### src/rtl/bin_to_bcd_seq.sv
// Sequential binary-to-BCD converter (shift-and-add-3), one bit per hz100 cycle.
// Results, digit blanking enables and overflow flag are valid together with done.
module bin_to_bcd_seq #(
  parameter int WIDTH = 32,
  parameter int NDIG  = 10,
  parameter int NDISP = 8
) (
  input  logic               hz100,
  input  logic               reset,
  input  logic               start,
  input  logic [WIDTH-1:0]   bin_in,
  output logic               busy,
  output logic               done,
  output logic [4*NDIG-1:0]  bcd_out,
  output logic [NDISP-1:0]   digit_en,
  output logic               ovf
);

  localparam int CW = $clog2(WIDTH + 1);

  typedef enum logic [1:0] {
    IDLE  = 2'd0,
    SHIFT = 2'd1,
    DONE  = 2'd2
  } state_t;

  state_t state, state_nxt;

  logic [WIDTH-1:0]  sreg;
  logic [4*NDIG-1:0] scratch;
  logic [CW-1:0]     cnt;

  logic load;
  logic shift_en;
  logic last;

  logic [4*NDIG-1:0] adj;
  logic [4*NDIG-1:0] scratch_sh;
  logic [WIDTH-1:0]  sreg_sh;

  logic [NDIG-1:0]   nz;
  logic [NDIG-1:0]   lead;
  logic              any_nz;
  logic [NDISP-1:0]  en_nxt;
  logic              ovf_nxt;

  // State register
  always_ff @(posedge hz100) begin
    if (!reset) begin
      state <= IDLE;
    end else begin
      state <= state_nxt;
    end
  end

  // Next-state and control decode
  always_comb begin
    state_nxt = state;
    load      = 1'b0;
    shift_en  = 1'b0;
    busy      = 1'b0;
    done      = 1'b0;
    case (state)
      IDLE: begin
        if (start) begin
          load      = 1'b1;
          state_nxt = SHIFT;
        end
      end
      SHIFT: begin
        busy     = 1'b1;
        shift_en = 1'b1;
        if (cnt == CW'(1)) begin
          state_nxt = DONE;
        end
      end
      DONE: begin
        busy      = 1'b1;
        done      = 1'b1;
        state_nxt = IDLE;
      end
      default: begin
        state_nxt = IDLE;
      end
    endcase
  end

  assign last = shift_en && (cnt == CW'(1));

  // Add-3 correction on every digit that would overflow past 9 when doubled
  always_comb begin
    adj = scratch;
    for (int i = 0; i < NDIG; i++) begin
      if (scratch[4*i +: 4] >= 4'd5) begin
        adj[4*i +: 4] = scratch[4*i +: 4] + 4'd3;
      end
    end
  end

  assign scratch_sh = {adj[4*NDIG-2:0], sreg[WIDTH-1]};
  assign sreg_sh    = {sreg[WIDTH-2:0], 1'b0};

  // Blanking and overflow are derived from the value about to be captured
  always_comb begin
    nz      = '0;
    lead    = '0;
    any_nz  = 1'b0;
    en_nxt  = '0;
    ovf_nxt = 1'b0;
    for (int i = 0; i < NDIG; i++) begin
      nz[i] = |scratch_sh[4*i +: 4];
    end
    for (int i = NDIG - 1; i >= 0; i--) begin
      any_nz  = any_nz | nz[i];
      lead[i] = any_nz;
    end
    for (int i = 0; i < NDISP; i++) begin
      en_nxt[i] = lead[i];
    end
    en_nxt[0] = 1'b1;
    for (int i = NDISP; i < NDIG; i++) begin
      ovf_nxt = ovf_nxt | nz[i];
    end
  end

  // Datapath: operand shift register, BCD scratch, bit counter, output registers
  always_ff @(posedge hz100) begin
    if (!reset) begin
      sreg     <= '0;
      scratch  <= '0;
      cnt      <= '0;
      bcd_out  <= '0;
      digit_en <= NDISP'(1);
      ovf      <= 1'b0;
    end else begin
      if (load) begin
        sreg    <= bin_in;
        scratch <= '0;
        cnt     <= CW'(WIDTH);
      end else if (shift_en) begin
        sreg    <= sreg_sh;
        scratch <= scratch_sh;
        cnt     <= cnt - CW'(1);
      end
      if (last) begin
        bcd_out  <= scratch_sh;
        digit_en <= en_nxt;
        ovf      <= ovf_nxt;
      end
    end
  end

endmodule

### config.mk
export PLATFORM = sky130hd
export DESIGN_NAME = bin_to_bcd_seq
export DESIGN_NICKNAME = d
export VERILOG_FILES = /design/src/rtl/bin_to_bcd_seq.sv
export SDC_FILE = /design/constraint.sdc
export NUM_CORES = 1
export LEC_CHECK = 0
export CAP_MARGIN = 25
export CORE_MARGIN = 2
export CORE_UTILIZATION = 45
export CTS_BUF_LIST = sky130_fd_sc_hd__clkbuf_2
export CTS_CLUSTER_DIAMETER = 120
export CTS_CLUSTER_SIZE = 20
export DETAILED_ROUTE_END_ITERATION = 12
export PLACE_DENSITY = 0.65
export SETUP_SLACK_MARGIN = 0.5
export SKIP_LAST_GASP = 1
export SLEW_MARGIN = 5
export SYNTH_ARGS = -nofsm -noshare
export SYNTH_HDL_FRONTEND = slang
export SYNTH_SLANG_ARGS = --single-unit
### constraint.sdc
create_clock -name hz100 -period 3.7 [get_ports hz100]
set_input_delay 0.555 -clock hz100 [delete_from_list [all_inputs] [get_ports hz100]]
set_output_delay 0.555 -clock hz100 [all_outputs]
set_load 0.02 [all_outputs]
==> results of run 1 <==
[cell type report]
| cell class | instances | share of cell area (%) |
|---|---|---|
| Sequential cell | 128 | 34.71 |
| Tap cell | 180 | 3.050 |
| Inverter | 24 | 1.220 |
| Clock buffer | 21 | 1.423 |
| Timing Repair Buffer | 91 | 12.03 |
| Multi-Input combinational cell | 505 | 46.60 |
| Clock inverter | 10 | 0.9659 |
[flip-flops by register name, indices dropped and copies added, names as in the netlist]
signal,count
sreg,32
digit_en,7
bcd_out,40
state,2
ovf,1
cnt,6
scratch,40
[layout by cell type (no fill, tap or decap), types with 2 or more instances in the layout]
| master | instances |
|---|---|
| sky130_fd_sc_hd__dfxtp_1 | 128 |
| sky130_fd_sc_hd__and3_1 | 6 |
| sky130_fd_sc_hd__a21boi_0 | 24 |
| sky130_fd_sc_hd__clkbuf_2 | 21 |
| sky130_fd_sc_hd__nor3_1 | 2 |
| sky130_fd_sc_hd__ha_1 | 25 |
| sky130_fd_sc_hd__o21ai_0 | 27 |
| sky130_fd_sc_hd__o211a_1 | 49 |
| sky130_fd_sc_hd__nand3_1 | 10 |
| sky130_fd_sc_hd__a2111oi_0 | 3 |
| sky130_fd_sc_hd__xor2_1 | 2 |
| sky130_fd_sc_hd__clkinv_2 | 6 |
| sky130_fd_sc_hd__or2_2 | 2 |
| sky130_fd_sc_hd__nand2_1 | 116 |
| sky130_fd_sc_hd__nor2_1 | 48 |
| sky130_fd_sc_hd__mux2i_1 | 68 |
| sky130_fd_sc_hd__nand2b_1 | 10 |
| sky130_fd_sc_hd__a22oi_1 | 2 |
| sky130_fd_sc_hd__xnor2_1 | 13 |
| sky130_fd_sc_hd__clkinv_1 | 3 |
| sky130_fd_sc_hd__nor2b_1 | 2 |
| sky130_fd_sc_hd__or3b_2 | 2 |
| sky130_fd_sc_hd__buf_4 | 7 |
| sky130_fd_sc_hd__o211ai_1 | 4 |
| sky130_fd_sc_hd__nor3b_1 | 17 |
| sky130_fd_sc_hd__and2_1 | 3 |
| sky130_fd_sc_hd__a21oi_1 | 41 |
| sky130_fd_sc_hd__inv_1 | 24 |
| sky130_fd_sc_hd__a211oi_1 | 10 |
| sky130_fd_sc_hd__clkdlybuf4s50_1 | 83 |
[cells by family (layout without fill, tap and decap cells)]
family | Yosys count | in the layout | synth area share [%]
AND/OR/NAND/NOR | 229 | 229 | 17.14
AO/OA/AOI/OAI | 166 | 166 | 19.38
flip-flops | 128 | 128 | 41.09
multiplexers | 68 | 68 | 10.91
buffers and inverters | 67 | 146 | 4.093
adder cells (fa/ha/maj) | 26 | 26 | 5.217
XOR/XNOR | 15 | 15 | 2.107
other | 1 | 1 | 0.06013
[worst max path at each step]
stage	from	to	slack [ps]	cells past startpoint
after floorplan	state[1]$_SDFFE_PN0P_	digit_en[3]$_SDFFE_PN0P_	1410	9
after detailed placement	state[1]$_SDFFE_PN0P_	cnt[4]$_SDFFE_PP0P_	1160	8
final	state[0]$_SDFFE_PN0P_	busy	1040	3
after CTS	state[0]$_SDFFE_PN0P_	busy	960	3
after global placement	state[1]$_SDFFE_PN0P_	cnt[4]$_SDFFE_PP0P_	1240	8
after global routing	state[0]$_SDFFE_PN0P_	busy	920	3
[stage by stage]
step / area [sq um] / power [mW]
after floorplan: 6236 / 2.228
after global placement: 7207 / 2.405
after detailed placement: 7207 / 2.441
after CTS: 7383 / 3.172
after global routing: 7383 / 3.340
final: 7383 / 3.135
[report_power, final]
| group | switching (mW) | internal [mW] | leakage [nW] |
|---|---|---|---|
| sequential | 0.0854 | 1.49 | 1.04 |
| clock | 0.488 | 0.236 | 0.130 |
| combinational | 0.456 | 0.380 | 2.02 |
| total | 1.03 | 2.10 | 3.19 |
[Yosys cell counts, types with 2 or more instances]
cell type                   count
sky130_fd_sc_hd__or3b_2         2
sky130_fd_sc_hd__a22oi_1        2
sky130_fd_sc_hd__a2111oi_0      3
sky130_fd_sc_hd__nor2_1        49
sky130_fd_sc_hd__nor2b_1        2
sky130_fd_sc_hd__o211a_1       49
sky130_fd_sc_hd__a211oi_1      10
sky130_fd_sc_hd__nor3b_1       17
sky130_fd_sc_hd__a21oi_1       41
sky130_fd_sc_hd__clkbuf_1      32
sky130_fd_sc_hd__xnor2_1       13
sky130_fd_sc_hd__inv_1         24
sky130_fd_sc_hd__nand3_1       10
sky130_fd_sc_hd__buf_1         10
sky130_fd_sc_hd__a21boi_0      24
sky130_fd_sc_hd__dfxtp_1      128
sky130_fd_sc_hd__nand2b_1      10
sky130_fd_sc_hd__ha_1          26
sky130_fd_sc_hd__and3_1         6
sky130_fd_sc_hd__o211ai_1       4
sky130_fd_sc_hd__and2_1         3
sky130_fd_sc_hd__nor3_1         2
sky130_fd_sc_hd__xor2_1         2
sky130_fd_sc_hd__or2_2          2
sky130_fd_sc_hd__mux2i_1       68
sky130_fd_sc_hd__o21ai_0       27
sky130_fd_sc_hd__nand2_1      117
[metal layers]
metal  vias up  global-route usage [%]
met1      2355                   23.21
met5         -                       0
met3        24                   5.009
met4         0                   8.118
li1       2582                       -
met2        94                   30.48
==> results.py, run 1 <==
metrics = {
    "outcome": {
        "status": "finished, final reports clean",
    },
    "timing": {
        "timing_hold_violations_final": 0,
        "maxSlewViolCount": 0,
        "min_setup_slack_post_route_ps": 1041,
        "skew_ps": 26.78,
        "period_needed_ps": 2659,
        "max_clock_freq_ghz": 0.3761,
        "hold_ws_ps": 269.3,
        "worst_slew_pin_slew_ps": 746.2,
        "timing.max_slew.rel_slack_pct": 50.25,
        "report.final.setup_viol": 0,
        "timing.setup.tns_ps": 0,
        "rsz_0062_raised_after_global_routing": "false",
        "fin_crit_sh_pct": 71.86,
    },
    "setup_path": {
        "timing.critical_path.cells": "inv_1 -> ha_1 -> clkdlybuf4s50_1",
        "critPathCaptureType": "output port",
        "worst_r2r_endpoint": "cnt[4]$_SDFFE_PP0P_",
        "cp.arrival_ps": 2100,
        "worstPathBufferInverterCount": 2,
        "reg2regPathDepth": 8,
        "timing.critical_path.from_type": "flip-flop",
        "worstReg2RegStart": "state[1]$_SDFFE_PN0P_",
        "worstSetupPathType": "reg -> out",
        "maximum_net_fanout_on_the_critical_path": 3,
        "critPathTopFamily": "buffers and inverters",
        "rrSetupSlack_ps": 1190,
        "critPathSlowestCell": "sky130_fd_sc_hd__clkdlybuf4s50_1",
        "cpPeakStageDelay_ps": 620,
        "cp_data_required_time_ps": 3140,
    },
    "global_route": {
        "sum_of_overflow_across_all_layers_after_global_routing": 0,
        "grt_first_pass_wirelength_mm": 21.92,
        "grt_use_total_pct": 18.66,
        "grt_max_degree": 61,
        "via_count_of_the_first_global_routing_pass": 4713,
        "antenna_found_initial": 0,
    },
    "die": {
        "initial_cell_density_of_the_core_pct": 45.45,
        "dieHeight_um": 121.7,
        "floorplan.core_area_sq_mm": 0.01372,
        "rows": 43,
        "dieArea_sq_mm": 0.01482,
        "die-width_um": 121.7,
        "floorplan.io_pins": 86,
    },
    "yosys": {
        "edff_count_synth": 0,
        "post_synthesis_area_per_instance_sq_um": 8.909,
        "postSynth.asyncResetShare_pct": 0,
        "yosys_warnings": 0,
        "cell_area_after_synthesis_sq_mm": 0.006236,
        "netlist.area_leader.share_pct": 41.09,
        "syn-num-nets": 761,
        "ys.flop_type": "sky130_fd_sc_hd__dfxtp_1",
        "yosys_cell_types": 44,
        "ys_ff_latch": 128,
        "netlist_top_cells_area": "sky130_fd_sc_hd__dfxtp_1 41%, sky130_fd_sc_hd__mux2i_1 11%, sky130_fd_sc_hd__o211a_1 7.9%",
        "syn-instance-count": 700,
        "synth_largest_area_cell": "sky130_fd_sc_hd__dfxtp_1",
        "synth_sequential_area_ratio_pct": 41.09,
    },
    "routing": {
        "vias_per_cell": 5.271,
        "finalWirelength_mm": 13.45,
        "route.detailed.drc": 0,
        "route.layer.met1.wl_mm": 6.251,
        "top_layer_used": "met4",
        "first_pass_iters": 5,
        "wl_met3_um": 507,
        "drtIter0Drc": 278,
        "routed-wl-met2_mm": 6.386,
        "routed-via-count": 5055,
        "detail_route.wl_per_cell_um": 14.03,
        "ant_nets": 0,
    },
    "clock_tree": {
        "cts.sinks": 128,
        "cts_hold_buf": 0,
        "cts_tree": "built",
        "cts_post_setup_buffers_inserted": 0,
        "clock_tree.htree_level_count": 4,
        "cts-buffers-inserted": 17,
        "cts_max_path_buffers": 2,
        "post_cts_resize_count": 0,
        "cts.root.buffer_cell": "sky130_fd_sc_hd__clkbuf_2",
        "clock_insertion_delay_worst_skew_ps": 710,
        "clkSlewWorstSetupHoldPaths_ps": 180,
    },
    "layout": {
        "multi_input_comb_area_sq_mm": 0.003441,
        "num-nets-final": 828,
        "syn2layout_area_growth_pct": 18.40,
        "number_of_antenna_diodes": 0,
        "final-seq-area_sq_mm": 0.002562,
        "finalNonFillerCells": 959,
        "fillerInstances": 1317,
        "final_core_density_pct": 53.82,
        "post_route_cells_drive_above_1_share_pct": 6.162,
    },
    "power": {
        "power_density_mw_per_mm2": 424.5,
        "ir_drop_v": 0.0002032,
        "leakagePower_nw": 3.193,
    },
    "place": {
        "globalplace.congestion": 0.8102,
        "place_hpwl_mm": 9.156,
        "dpl.cell_count": 928,
        "dpl_worst_slack_ps": 1160,
        "io_port_bufs": 84,
    },
    "min_path": {
        "min_to": "bcd_out[31]$_SDFFE_PN0P_",
        "hold_class": "in -> reg",
        "worst_hold_path.num_cells": 2,
        "hp-start": "reset",
    },
    "run": {
        "max_cap_viol_count": 0,
    },
}
Power figures use the tool's default switching activity.
==> run 2, diff against run 1 <==
==> constraint.sdc (replaced) <==
create_clock -name hz100 -period 2.5 [get_ports hz100]
set_input_delay 0.375 -clock hz100 [delete_from_list [all_inputs] [get_ports hz100]]
set_output_delay 0.375 -clock hz100 [all_outputs]
set_load 0.02 [all_outputs]
==> run 2 against run 1 <==
Compared with the run above:
- global-route usage grew 0.78 points
- cell count is 1.5% higher
- flip-flop and latch count did not move
- critical endpoint is now digit_en[3]$_SDFFE_PN0P_
- largest cell class unchanged
==> results.py, run 2 (synthesis results as in run 1) <==
metrics = {
    "die": {
        "floorplan.core_area_sq_mm": 0.01372,
        "floorplan.io_pins": 86,
        "initial_cell_density_of_the_core_pct": 45.45,
        "die-width_um": 121.7,
        "rows": 43,
        "dieHeight_um": 121.7,
        "dieArea_sq_mm": 0.01482,
    },
    "setup_path": {
        "cp.arrival_ps": 2820,
        "endpoint": "digit_en[3]$_SDFFE_PN0P_",
        "worst_r2r_endpoint": "digit_en[3]$_SDFFE_PN0P_",
        "cp_data_required_time_ps": 3110,
        "worstSetupPathType": "reg -> reg",
        "timing.critical_path.from_type": "flip-flop",
        "maximum_net_fanout_on_the_critical_path": 5,
        "critPathCaptureType": "flip-flop",
        "timing.critical_path.from": "state[1]$_SDFFE_PN0P_",
        "worstReg2RegStart": "state[1]$_SDFFE_PN0P_",
        "reg2regPathDepth": 8,
        "rrSetupSlack_ps": 290,
    },
    "routing": {
        "drtIter0Drc": 366,
        "route.detailed.drc": 0,
        "routed-via-count": 5200,
        "detail_route.wl_per_cell_um": 14.23,
        "ant_nets": 0,
        "vias_per_cell": 5.344,
        "first_pass_iters": 5,
        "finalWirelength_mm": 13.84,
    },
    "clock_tree": {
        "clock_insertion_delay_worst_skew_ps": 710,
        "cts.root.buffer_cell": "sky130_fd_sc_hd__clkbuf_2",
        "clkSlewWorstSetupHoldPaths_ps": 190,
        "cts.sinks": 128,
        "clock_tree.htree_level_count": 4,
        "cts_max_path_buffers": 2,
        "cts_hold_buf": 0,
        "cts_tree": "built",
        "cts-buffers-inserted": 17,
    },
    "run": {
        "max_cap_viol_count": 0,
    },
    "global_route": {
        "sum_of_overflow_across_all_layers_after_global_routing": 0,
        "antenna_found_initial": 0,
        "grt_use_total_pct": 19.44,
        "grt_max_degree": 98,
        "via_count_of_the_first_global_routing_pass": 5047,
        "grt_first_pass_wirelength_mm": 23.24,
    },
    "layout": {
        "final_core_density_pct": 55.97,
        "largest_registers": "bcd_out x40, scratch x40, sreg x32",
        "final_design_instance_area_without_fill_sq_mm": 0.007679,
        "syn2layout_area_growth_pct": 23.13,
        "num-nets-final": 841,
        "post_route_cells_drive_above_1_share_pct": 11.35,
        "multi_input_comb_area_sq_mm": 0.003566,
        "number_of_antenna_diodes": 0,
        "fillerInstances": 1299,
        "final-seq-area_sq_mm": 0.002585,
        "commonest_cells_after_routing_fill_and_taps_aside": "116 x sky130_fd_sc_hd__nand2_1, 116 x sky130_fd_sc_hd__dfxtp_1, 68 x sky130_fd_sc_hd__mux2i_1",
    },
    "outcome": {
        "status": "finished, final reports clean",
    },
    "power": {
        "ir_drop_v": 0.0003534,
        "power_density_mw_per_mm2": 645.7,
        "leakagePower_nw": 3.540,
    },
    "min_path": {
        "hold_class": "in -> reg",
        "hp-start": "reset",
    },
    "place": {
        "place_hpwl_mm": 8.958,
        "globalplace.congestion": 0.7440,
        "placedInstanceArea_sq_mm": 0.007247,
        "io_port_bufs": 84,
    },
    "timing": {
        "max_clock_freq_ghz": 0.4533,
        "timing.max_slew.rel_slack_pct": 64.21,
        "maxSlewViolCount": 0,
        "timing_hold_violations_final": 0,
        "worst_slew_pin_slew_ps": 536.8,
        "fin_crit_sh_pct": 88.24,
        "skew_ps": 35.95,
        "rsz_0062_raised_after_global_routing": "true",
        "report.final.setup_viol": 0,
        "timing.setup.tns_ps": 0,
        "period_needed_ps": 2206,
        "hold_ws_ps": 131.8,
    },
}
[run 2: cell count changes in the layout (fill, tap and decap cells not counted), sizes merged]
cell / delta
clkbuf: -3
clkinv: -2
buf: +15
dlygate4sd2: +48
clkinvlp: +4
bufinv: +2
clkdlybuf4s50: -50
[run 2: through the flow]
stage | setup slack, ps | instances | power [mW]
2_1_floorplan | 300.0 | 700 | 3.300
3_3_place_gp | 132.1 | 928 | 3.572
3_5_place_dp | 72.31 | 928 | 3.615
4_1_cts | 297.0 | 972 | 4.970
5_1_grt | 213.1 | 973 | 5.259
6_report | 294.1 | 973 | 4.958
[run 2: repair_timing]
action                     CTS  global route
setup endpoints to repair   58            32
gates resized for setup     81            18
setup buffers               12             1
pin swaps                    9            10
gates cloned                 0             0
[run 2: area by class of cell]
type	instances	share of cell area (%)
Tap cell	180	2.933
Clock buffer	18	1.173
Clock inverter	14	1.923
Multi-Input combinational cell	505	46.44
Inverter	24	1.206
Timing Repair Buffer	104	12.66
Sequential cell	128	33.66
[run 2: how the worst min path moves through the flow]
stage                                    end  slack (ps)  cells after the start
finish              bcd_out[23]$_SDFFE_PN0P_         130                      2
global route        bcd_out[23]$_SDFFE_PN0P_          90                      2
CTS                 bcd_out[27]$_SDFFE_PN0P_          70                      2
detailed placement  bcd_out[26]$_SDFFE_PN0P_         460                      2
global placement    bcd_out[30]$_SDFFE_PN0P_         450                      2
floorplan            bcd_out[0]$_SDFFE_PN0P_         450                      2
[run 2: critical path: stages (launching register included)]
cell                       delay (ps)
sky130_fd_sc_hd__dfxtp_2          360
sky130_fd_sc_hd__inv_2             90
sky130_fd_sc_hd__ha_4             150
sky130_fd_sc_hd__or2b_4           290
sky130_fd_sc_hd__a2111o_1         430
sky130_fd_sc_hd__a211o_1          280
sky130_fd_sc_hd__nor4_4           190
sky130_fd_sc_hd__and3_4           260
sky130_fd_sc_hd__a31oi_1           70
[run 2: report_power, final]
part           total [mW]  switching, mW  internal (mW)
clock                1.30          0.762          0.538
sequential           2.33          0.120           2.21
combinational        1.33          0.709          0.620
[run 2: metal layers]
metal | global-route usage, % | vias up | part of all wire [%]
li1 | - | 2608 | -
met1 | 23.74 | 2443 | 45
met2 | 32.87 | 127 | 48
met3 | 4.869 | 22 | 4.9
met4 | 7.759 | 0 | 1.9
met5 | 0 | - | 0
